### config.mk
export PLATFORM = sky130hd
export DESIGN_NAME = dyn_pattern_detector_param
export DESIGN_NICKNAME = d
export VERILOG_FILES = /design/src/rtl/dyn_pattern_detector_param.sv
export SDC_FILE = /design/constraint.sdc
export NUM_CORES = 1
export LEC_CHECK = 0
export BUFFER_PORTS_ARGS = -buffer_cell sky130_fd_sc_hd__buf_2
export CORE_MARGIN = 5
export CORE_UTILIZATION = 59
export CTS_CLUSTER_DIAMETER = 50
export DETAILED_ROUTE_END_ITERATION = 16
export PLACE_DENSITY = 0.83
export RECOVER_POWER = 25
export SYNTH_ARGS = -nofsm -noshare
export SYNTH_HDL_FRONTEND = slang
export SYNTH_SLANG_ARGS = --single-unit
### constraint.sdc
create_clock -name clk -period 4.74 [get_ports clk]
set_input_delay 0.948 -clock clk [delete_from_list [all_inputs] [get_ports clk]]
set_output_delay 0.948 -clock clk [all_outputs]
set_load 0.03 [all_outputs]
### src/rtl/dyn_pattern_detector_param.sv
// Serial bit-stream pattern detector with a runtime-loadable pattern of
// 1..MAX_LEN bits, overlapping / non-overlapping match modes and a saturating
// match counter. Two states: IDLE (no legal pattern) and RUN (detecting).
module dyn_pattern_detector_param #(
  parameter int MAX_LEN = 8,   // maximum pattern length in bits (>= 2)
  parameter int LEN_W   = 4,   // must hold MAX_LEN
  parameter int CNT_W   = 8    // match counter width
) (
  input  logic               clk,
  input  logic               rst,
  input  logic               load_i,
  input  logic [MAX_LEN-1:0] pat_i,
  input  logic [LEN_W-1:0]   len_i,
  input  logic               overlap_i,
  input  logic               clr_cnt_i,
  input  logic               d_i,
  input  logic               v_i,
  output logic               pattern_detect,
  output logic [CNT_W-1:0]   match_cnt_o,
  output logic               armed_o,
  output logic               cfg_err_o
);

  typedef enum logic {IDLE, RUN} state_e;

  localparam logic [LEN_W:0]   MAX_FILL = (LEN_W + 1)'(MAX_LEN);
  localparam logic [CNT_W-1:0] CNT_MAX  = '1;

  state_e             state_q;
  logic [MAX_LEN-1:0] hist_q, hist_d;
  logic [MAX_LEN-1:0] pat_q;
  logic [MAX_LEN-1:0] len_mask;
  logic [LEN_W-1:0]   len_q;
  logic [LEN_W-1:0]   fill_q, fill_d;
  logic [LEN_W:0]     fill_inc;
  logic               ovl_q;
  logic               det_q;
  logic               err_q;
  logic [CNT_W-1:0]   cnt_q, cnt_d;
  logic               len_ok;
  logic               shift_en;
  logic               match;

  // Next history, length mask, match decision, fill and counter next-state.
  always_comb begin
    // NOTE: every signal driven here gets an unconditional value first, so no
    // path through the block can leave one unassigned and infer a latch.
    len_mask = '0;
    len_ok   = (len_i != '0) && ({1'b0, len_i} <= MAX_FILL);
    // A load in the same cycle takes priority: that data bit is dropped.
    shift_en = (state_q == RUN) && v_i && !load_i;
    hist_d   = {hist_q[MAX_LEN-2:0], d_i};
    fill_inc = {1'b0, fill_q} + 1'b1;

    for (int i = 0; i < MAX_LEN; i++) begin
      len_mask[i] = (i < int'(len_q));
    end

    // Only the low len bits take part; older history above them is masked.
    match = shift_en
         && (fill_inc >= {1'b0, len_q})
         && (((hist_d ^ pat_q) & len_mask) == '0);

    if (match && !ovl_q) begin
      fill_d = '0;                       // next match needs len fresh bits
    end else if (fill_inc >= MAX_FILL) begin
      fill_d = LEN_W'(MAX_LEN);
    end else begin
      fill_d = fill_inc[LEN_W-1:0];
    end

    // Clear beats a simultaneous match.
    if (clr_cnt_i) begin
      cnt_d = '0;
    end else if (match && (cnt_q != CNT_MAX)) begin
      cnt_d = cnt_q + 1'b1;
    end else begin
      cnt_d = cnt_q;
    end
  end

  // State, configuration, history and registered outputs.
  always_ff @(posedge clk) begin
    // NOTE: state registers use non-blocking assignments so every register
    // samples the pre-edge values, independent of statement order.
    if (rst) begin
      state_q <= IDLE;
      hist_q  <= '0;
      fill_q  <= '0;
      pat_q   <= '0;
      len_q   <= '0;
      ovl_q   <= 1'b0;
      det_q   <= 1'b0;
      err_q   <= 1'b0;
      cnt_q   <= '0;
    end else begin
      det_q <= match;
      cnt_q <= cnt_d;
      if (load_i) begin
        hist_q <= '0;
        fill_q <= '0;
        if (len_ok) begin
          pat_q   <= pat_i;
          len_q   <= len_i;
          ovl_q   <= overlap_i;
          err_q   <= 1'b0;
          state_q <= RUN;
        end else begin
          err_q   <= 1'b1;
          state_q <= IDLE;
        end
      end else if (shift_en) begin
        hist_q <= hist_d;
        fill_q <= fill_d;
      end
    end
  end

  assign pattern_detect = det_q;
  assign match_cnt_o    = cnt_q;
  assign armed_o        = (state_q == RUN);
  assign cfg_err_o      = err_q;

endmodule

==> results_dict.tcl, run 1 <==
set metrics [dict create \
    ys_ff_latch 35 \
    async_reset_ff_frac 0 \
    synth_cell_types 40 \
    cts_tree "yes" \
    numCtsBuffers 5 \
    synth_area_um2 1725 \
    vias_per_cell 5.743 \
    seqCellArea_um2 700.7 \
    dieArea_um2 4106 \
    finalCriticalPeriod_ns 2.615 \
    postSynth.topFlopCell "dfxtp_1" \
    cts_root_buffer "clkbuf_4" \
    multi_input_area_um2 948.4 \
    clock_latency_ns 0.35 \
    setup_ws_ns 2.125 \
    grt_usage 0.1957 \
    wl_per_cell_um 14.73 \
    layout_common_cells "dfxtp_1, nand2_1, buf_2, nor2_1, mux2i_1" \
    finalClockSkew_ns 0.01723 \
    grt_start_max_net_pins 20 \
    r2r-start "fill_q[0]" \
    crit_path_cell_trace "clkbuf_1 > and3b_1 > o221ai_2 > a2111oi_4 > nand3_2 > or4_1 > a21oi_1" \
    cts_hold_buf 0 \
    syn2layout_area_growth_pct 10.59 \
    grt_antenna_before_repair 0 \
    finish.net_count 247 \
    rsz0062_at_grt "no" \
    max_stage_delay_ns 0.47 \
    finalHoldViolCount 0 \
    drive_gt1_frac 0.1757 \
    timing.hold.ws_ns 0.4745 \
    fin_crit_sh 0.5516 \
    syn_area_per_cell_um2 8.894 \
    htree_levels 2 \
    clk_pin_slew_worst_paths_ns 0.12 \
    cts_num_sinks 35 \
    outcome "finished, final reports clean" \
    worst_setup_path_end_kind "register" \
    die_w_um 64.08 \
    yosys.area.top_type "dfxtp_1" \
    mostFrequentLayoutCell "dfxtp_1" \
    hp-start "hist_q[0]" \
    maxSlewViolCount 0 \
    routed_wl_mm 3.726 \
    num-fill-cells 245 \
    worstMarginPinSlew_ns 0.7192 \
    final_area_um2 1908 \
    path_class "in -> reg" \
    globalRoute.totalOverflow 0 \
    clockBufferDepth 2 \
    place_hpwl_mm 2.869 \
    power.density_nw_per_um2 275.5 \
    power_leakage_nw 0.7898 \
    vias 1453 \
    required_ns 5.03 \
    pin_count 30 \
    maxCapViolations 0 \
    synth.net_count 220 \
    die-height_um 64.08 \
    fmax_ghz 0.3825 \
    drt_iter0_drc 65 \
    grt_pass1_wl_mm 6.348 \
    place_area_um2 1859 \
    crit_family "simple AND/OR/NAND/NOR gates" \
    tns_ns 0 \
    synth_top_area_frac 0.4061 \
    grt_pass1_vias 1407 \
    final_antenna_net_count 0 \
    setup_viol 0 \
    first_pass_iters 4 \
    start_kind "primary input" \
    post_cts_resize_count 0 \
    yosys_warnings 0 \
    irDropWorstVdd_v 0.0002699 \
    arrival_ns 2.90 \
    row_count 19 \
    crit_start "load_i" \
    cts_setup_buffers 0 \
    cp_max_fo 10 \
    numPortBuffers 29 \
    dp_slack_ns 1.821 \
    drc_errors 0 \
    start_util 0.6203 \
    path_buf_inv 1 \
    hold_class "reg -> reg" \
    relSlewSlack 0.5194 \
    ys_seq_area_frac 0.4061 \
    synth.area.top_cells "dfxtp_1, mux2i_1, nand2_1, ha_1, xnor2_1" \
    routabilityCongestion 0.8703 \
    synthCells 194 \
    cp_slowest_cell "and3b_1" \
    synth_edf_count 0 \
    num_antenna_cells 0 \
    core_um2 2781 \
]
final cells by class:
type                            instances  area share
Multi-Input combinational cell        143      0.4970
Sequential cell                        35      0.3672
Timing Repair Buffer                   29     0.07344
Clock buffer                            6     0.02164
Tap cell                               31     0.02033
Inverter                                7     0.01377
Clock inverter                          2    0.006557
tightest hold or removal path: stages, from the launching register on:
cell and delay (ns):
dfxtp_1 0.35, nand2_1 0.06, a21oi_1 0.05
state kept, by name, summed over array words and instances (netlist names), 4 cells and up:
name / cells
len_q: 4
pat_q: 8
hist_q: 7
match_cnt_o: 8
fill_q: 4
metrics by stage:
stage	util	cells	power (mW)
final	0.6860	253	0.5257
after global routing	0.6860	253	0.5547
after CTS	0.6878	253	0.5314
after detailed placement	0.6685	245	0.3746
after global placement	0.6685	245	0.3715
after floorplan	-	194	0.3585
cell usage after synthesis, types with 4 or more instances:
library cell,n
ha_1,7
nand2_1,26
o21ai_0,5
nor3_1,4
mux2i_1,13
a21oi_1,12
or4_1,4
buf_2,4
dfxtp_1,35
inv_1,7
xnor2_1,10
nor2_1,22
metal layers:
| metal | up-vias | track usage | part of all wire |
|---|---|---|---|
| li1 | 739 | - | - |
| met3 | 6 | 0.06130 | 0.053 |
| met4 | 0 | 0.09091 | 0.017 |
| met5 | - | 0 | 0 |
| met2 | 33 | 0.3329 | 0.51 |
| met1 | 675 | 0.2211 | 0.42 |
worst paths after layout:
check,cells past startpoint,end,slack [ns]
worst min register to register,2,hist_q[1],0.47
worst min-delay path,2,hist_q[1],0.47
worst max-delay path,7,match_cnt_o[7],2.13
worst max register to register,8,match_cnt_o[7],2.31
power by group:
group / switching (mW) / internal (mW)
clock network: 0.101 / 0.0572
logic: 0.0320 / 0.0250
registers: 0.00879 / 0.302
total: 0.142 / 0.384
cell families (layout without fill, tap and decap cells):
logic type,count (synthesis),in the layout,share of synthesized area
multiplexers,14,14,0.08194
XOR/XNOR,12,12,0.06091
flip-flops,35,35,0.4061
AND/OR/NAND/NOR,73,73,0.2060
buffers and inverters,16,44,0.04424
adder cells (fa/ha/maj),7,7,0.05076
AO/OA/AOI/OAI,37,37,0.1501
No activity file was read; power rests on OpenSTA's default activity.
==> run 2, diff against run 1 <==
--- a/config.mk
+++ b/config.mk
@@ -5,12 +5,13 @@
 export SDC_FILE = /design/constraint.sdc
 export NUM_CORES = 1
 export LEC_CHECK = 0
+export ABC_AREA = 1
 export BUFFER_PORTS_ARGS = -buffer_cell sky130_fd_sc_hd__buf_2
 export CORE_MARGIN = 5
-export CORE_UTILIZATION = 59
+export CORE_UTILIZATION = 55
 export CTS_CLUSTER_DIAMETER = 50
 export DETAILED_ROUTE_END_ITERATION = 16
-export PLACE_DENSITY = 0.83
+export PLACE_DENSITY = 0.78
 export RECOVER_POWER = 25
 export SYNTH_ARGS = -nofsm -noshare
 export SYNTH_HDL_FRONTEND = slang
==> constraint.sdc (replaced) <==
create_clock -name clk -period 2.55 [get_ports clk]
set_input_delay 0.51 -clock clk [delete_from_list [all_inputs] [get_ports clk]]
set_output_delay 0.51 -clock clk [all_outputs]
set_load 0.03 [all_outputs]
==> results_dict.tcl, run 2 <==
set metrics [dict create \
    routabilityCongestion 0.8445 \
    fin_crit_sh 0.8089 \
    maxSlewViolCount 0 \
    grt_pass1_wl_mm 6.679 \
    synth.net_count 277 \
    setup_viol 0 \
    synth_top_area_frac 0.3781 \
    path_buf_inv 1 \
    worst_setup_path_end_kind "register" \
    core_um2 3311 \
    globalRoute.totalOverflow 0 \
    worstMarginPinSlew_ns 0.5411 \
    outcome "finished, final reports clean" \
    place_hpwl_mm 2.901 \
    cts_num_sinks 35 \
    crit_family "simple AND/OR/NAND/NOR gates" \
    row_count 21 \
    required_ns 2.79 \
    maxCapViolations 0 \
    r2r-start "fill_q[0]" \
    htree_levels 2 \
    numCtsBuffers 5 \
    tns_ns 0 \
    grt_start_max_net_pins 20 \
    power_leakage_nw 0.9601 \
    dp_slack_ns 0.5025 \
    stdcell_count 331 \
    cts_hold_buf 0 \
    cts_setup_buffers 0 \
    clockBufferDepth 2 \
    fin_util 0.6319 \
    dieArea_um2 4630 \
    layout_common_cells "nand2_1, dfxtp_1, inv_1, buf_2" \
    dp_cells 323 \
    cts_tree "yes" \
    cp_max_fo 9 \
    synth_edf_count 0 \
    cp_slowest_cell "dfxtp_1" \
    finalClockSkew_ns 0.01091 \
    post-synth-top-count-cell "nand2_1" \
    drc_errors 0 \
    die-height_um 68.05 \
    clock_latency_ns 0.35 \
    setup_ws_ns 0.4874 \
    finish.net_count 310 \
    mostFrequentLayoutCell "nand2_1" \
    vias_per_cell 4.994 \
    drt_iter0_drc 52 \
    numPortBuffers 29 \
    grt_usage 0.1898 \
    ys_top_cells_by_count "nand2_1, dfxtp_1, inv_1" \
    finalHoldViolCount 0 \
    synth_area_um2 1853 \
    max_stage_delay_ns 0.38 \
    crit_start "fill_q[0]" \
    rsz0062_at_grt "no" \
    synthCells 251 \
    path_class "reg -> reg" \
    postSynth.topFlopCell "dfxtp_1" \
    finalCriticalPeriod_ns 2.063 \
    wl_per_cell_um 11.41 \
    power.density_nw_per_um2 509.2 \
    cts_root_buffer "clkbuf_4" \
    clk_pin_slew_worst_paths_ns 0.11 \
    post_cts_resize_count 0 \
    drive_gt1_frac 0.1860 \
    fmax_ghz 0.4848 \
    syn2layout_area_growth_pct 12.90 \
    start_util 0.5597 \
    arrival_ns 2.30 \
    yosys_warnings 0 \
    ys_seq_area_frac 0.3781 \
    hold_class "in -> reg" \
    synth.area.top_cells "dfxtp_1, nand2_1, a21oi_1, inv_1, o21ai_0" \
    grt_antenna_before_repair 0 \
    hp-start "rst" \
    die_w_um 68.05 \
    first_pass_iters 4 \
    grt_pass1_vias 1525 \
    async_reset_ff_frac 0 \
    syn_area_per_cell_um2 7.383 \
    routed_wl_mm 3.777 \
    synth_cell_types 28 \
    pin_count 30 \
    irDropWorstVdd_v 0.0004181 \
    relSlewSlack 0.6384 \
    yosys.area.top_type "dfxtp_1" \
    num_antenna_cells 0 \
    final_antenna_net_count 0 \
    vias 1653 \
    crit_path_cell_trace "ha_1 > xor2_1 > ha_1 > nand2_1 > inv_1 > nand3_1 > nor2_1 > nor2_2 > nor2_8 > nand3_4 > o21ai_1 > nor2_1" \
    ys_ff_latch 35 \
    start_kind "register" \
]
run 2: final timing paths:
path	to	slack (ns)	depth (start not counted)
setup / recovery	match_cnt_o[6]	0.49	12
hold / removal	pattern_detect	0.35	2
setup reg to reg	match_cnt_o[6]	0.49	12
hold reg to reg	ovl_q	0.48	2
run 2: final cells by class:
class | count | area [µm²]
Tap cell | 46 | 57.56
Multi-Input combinational cell | 179 | 994.7
Clock buffer | 8 | 68.82
Fill cell | 333 | 1219
Timing Repair Buffer | 29 | 142.6
Sequential cell | 35 | 700.7
Inverter | 34 | 127.6
run 2: cells by family after synthesis:
logic type | Yosys count | synth area share
buffers and inverters | 37 | 0.07697
DFF | 35 | 0.3781
and+or+nand+nor | 113 | 0.3194
adders and majority gates | 7 | 0.04726
AOI/OAI and AO/OA | 51 | 0.1405
xor gates and xnor gates | 8 | 0.03781
run 2: worst reg2reg max path, stage by stage, from the launching register on:
cell and delay, ns:
dfxtp_1 0.38, ha_1 0.25, xor2_1 0.16, ha_1 0.30
nand2_1 0.05, inv_1 0.04, nand3_1 0.06, nor2_1 0.11
nor2_2 0.08, nor2_8 0.19, nand3_4 0.14, o21ai_1 0.15
nor2_1 0.05
run 2: power by group:
group / internal, mW / switching [mW]
sequential: 0.566 / 0.0145
clock: 0.162 / 0.188
combinational: 0.0476 / 0.0871
total: 0.776 / 0.289
run 2: metrics by stage:
step,instance area [µm²],hold WS (ns),power (mW)
6_report,2092,0.3541,1.065
5_1_grt,2092,0.3328,1.123
4_1_cts,2110,0.3382,1.080
3_5_place_dp,2041,0.4717,0.7318
3_3_place_gp,2041,0.4584,0.7277
2_1_floorplan,1853,0.4431,0.6914
run 2: routing by layer:
metal / vias to the layer above / wire [µm] / global-route usage / part of all wire
met4: 0 / 39 / 0.05707 / 0.010
met1: 730 / 1822 / 0.2510 / 0.48
met3: 7 / 229 / 0.07061 / 0.061
li1: 882 / - / - / -
met2: 34 / 1685 / 0.2864 / 0.45
met5: - / 0 / 0 / 0
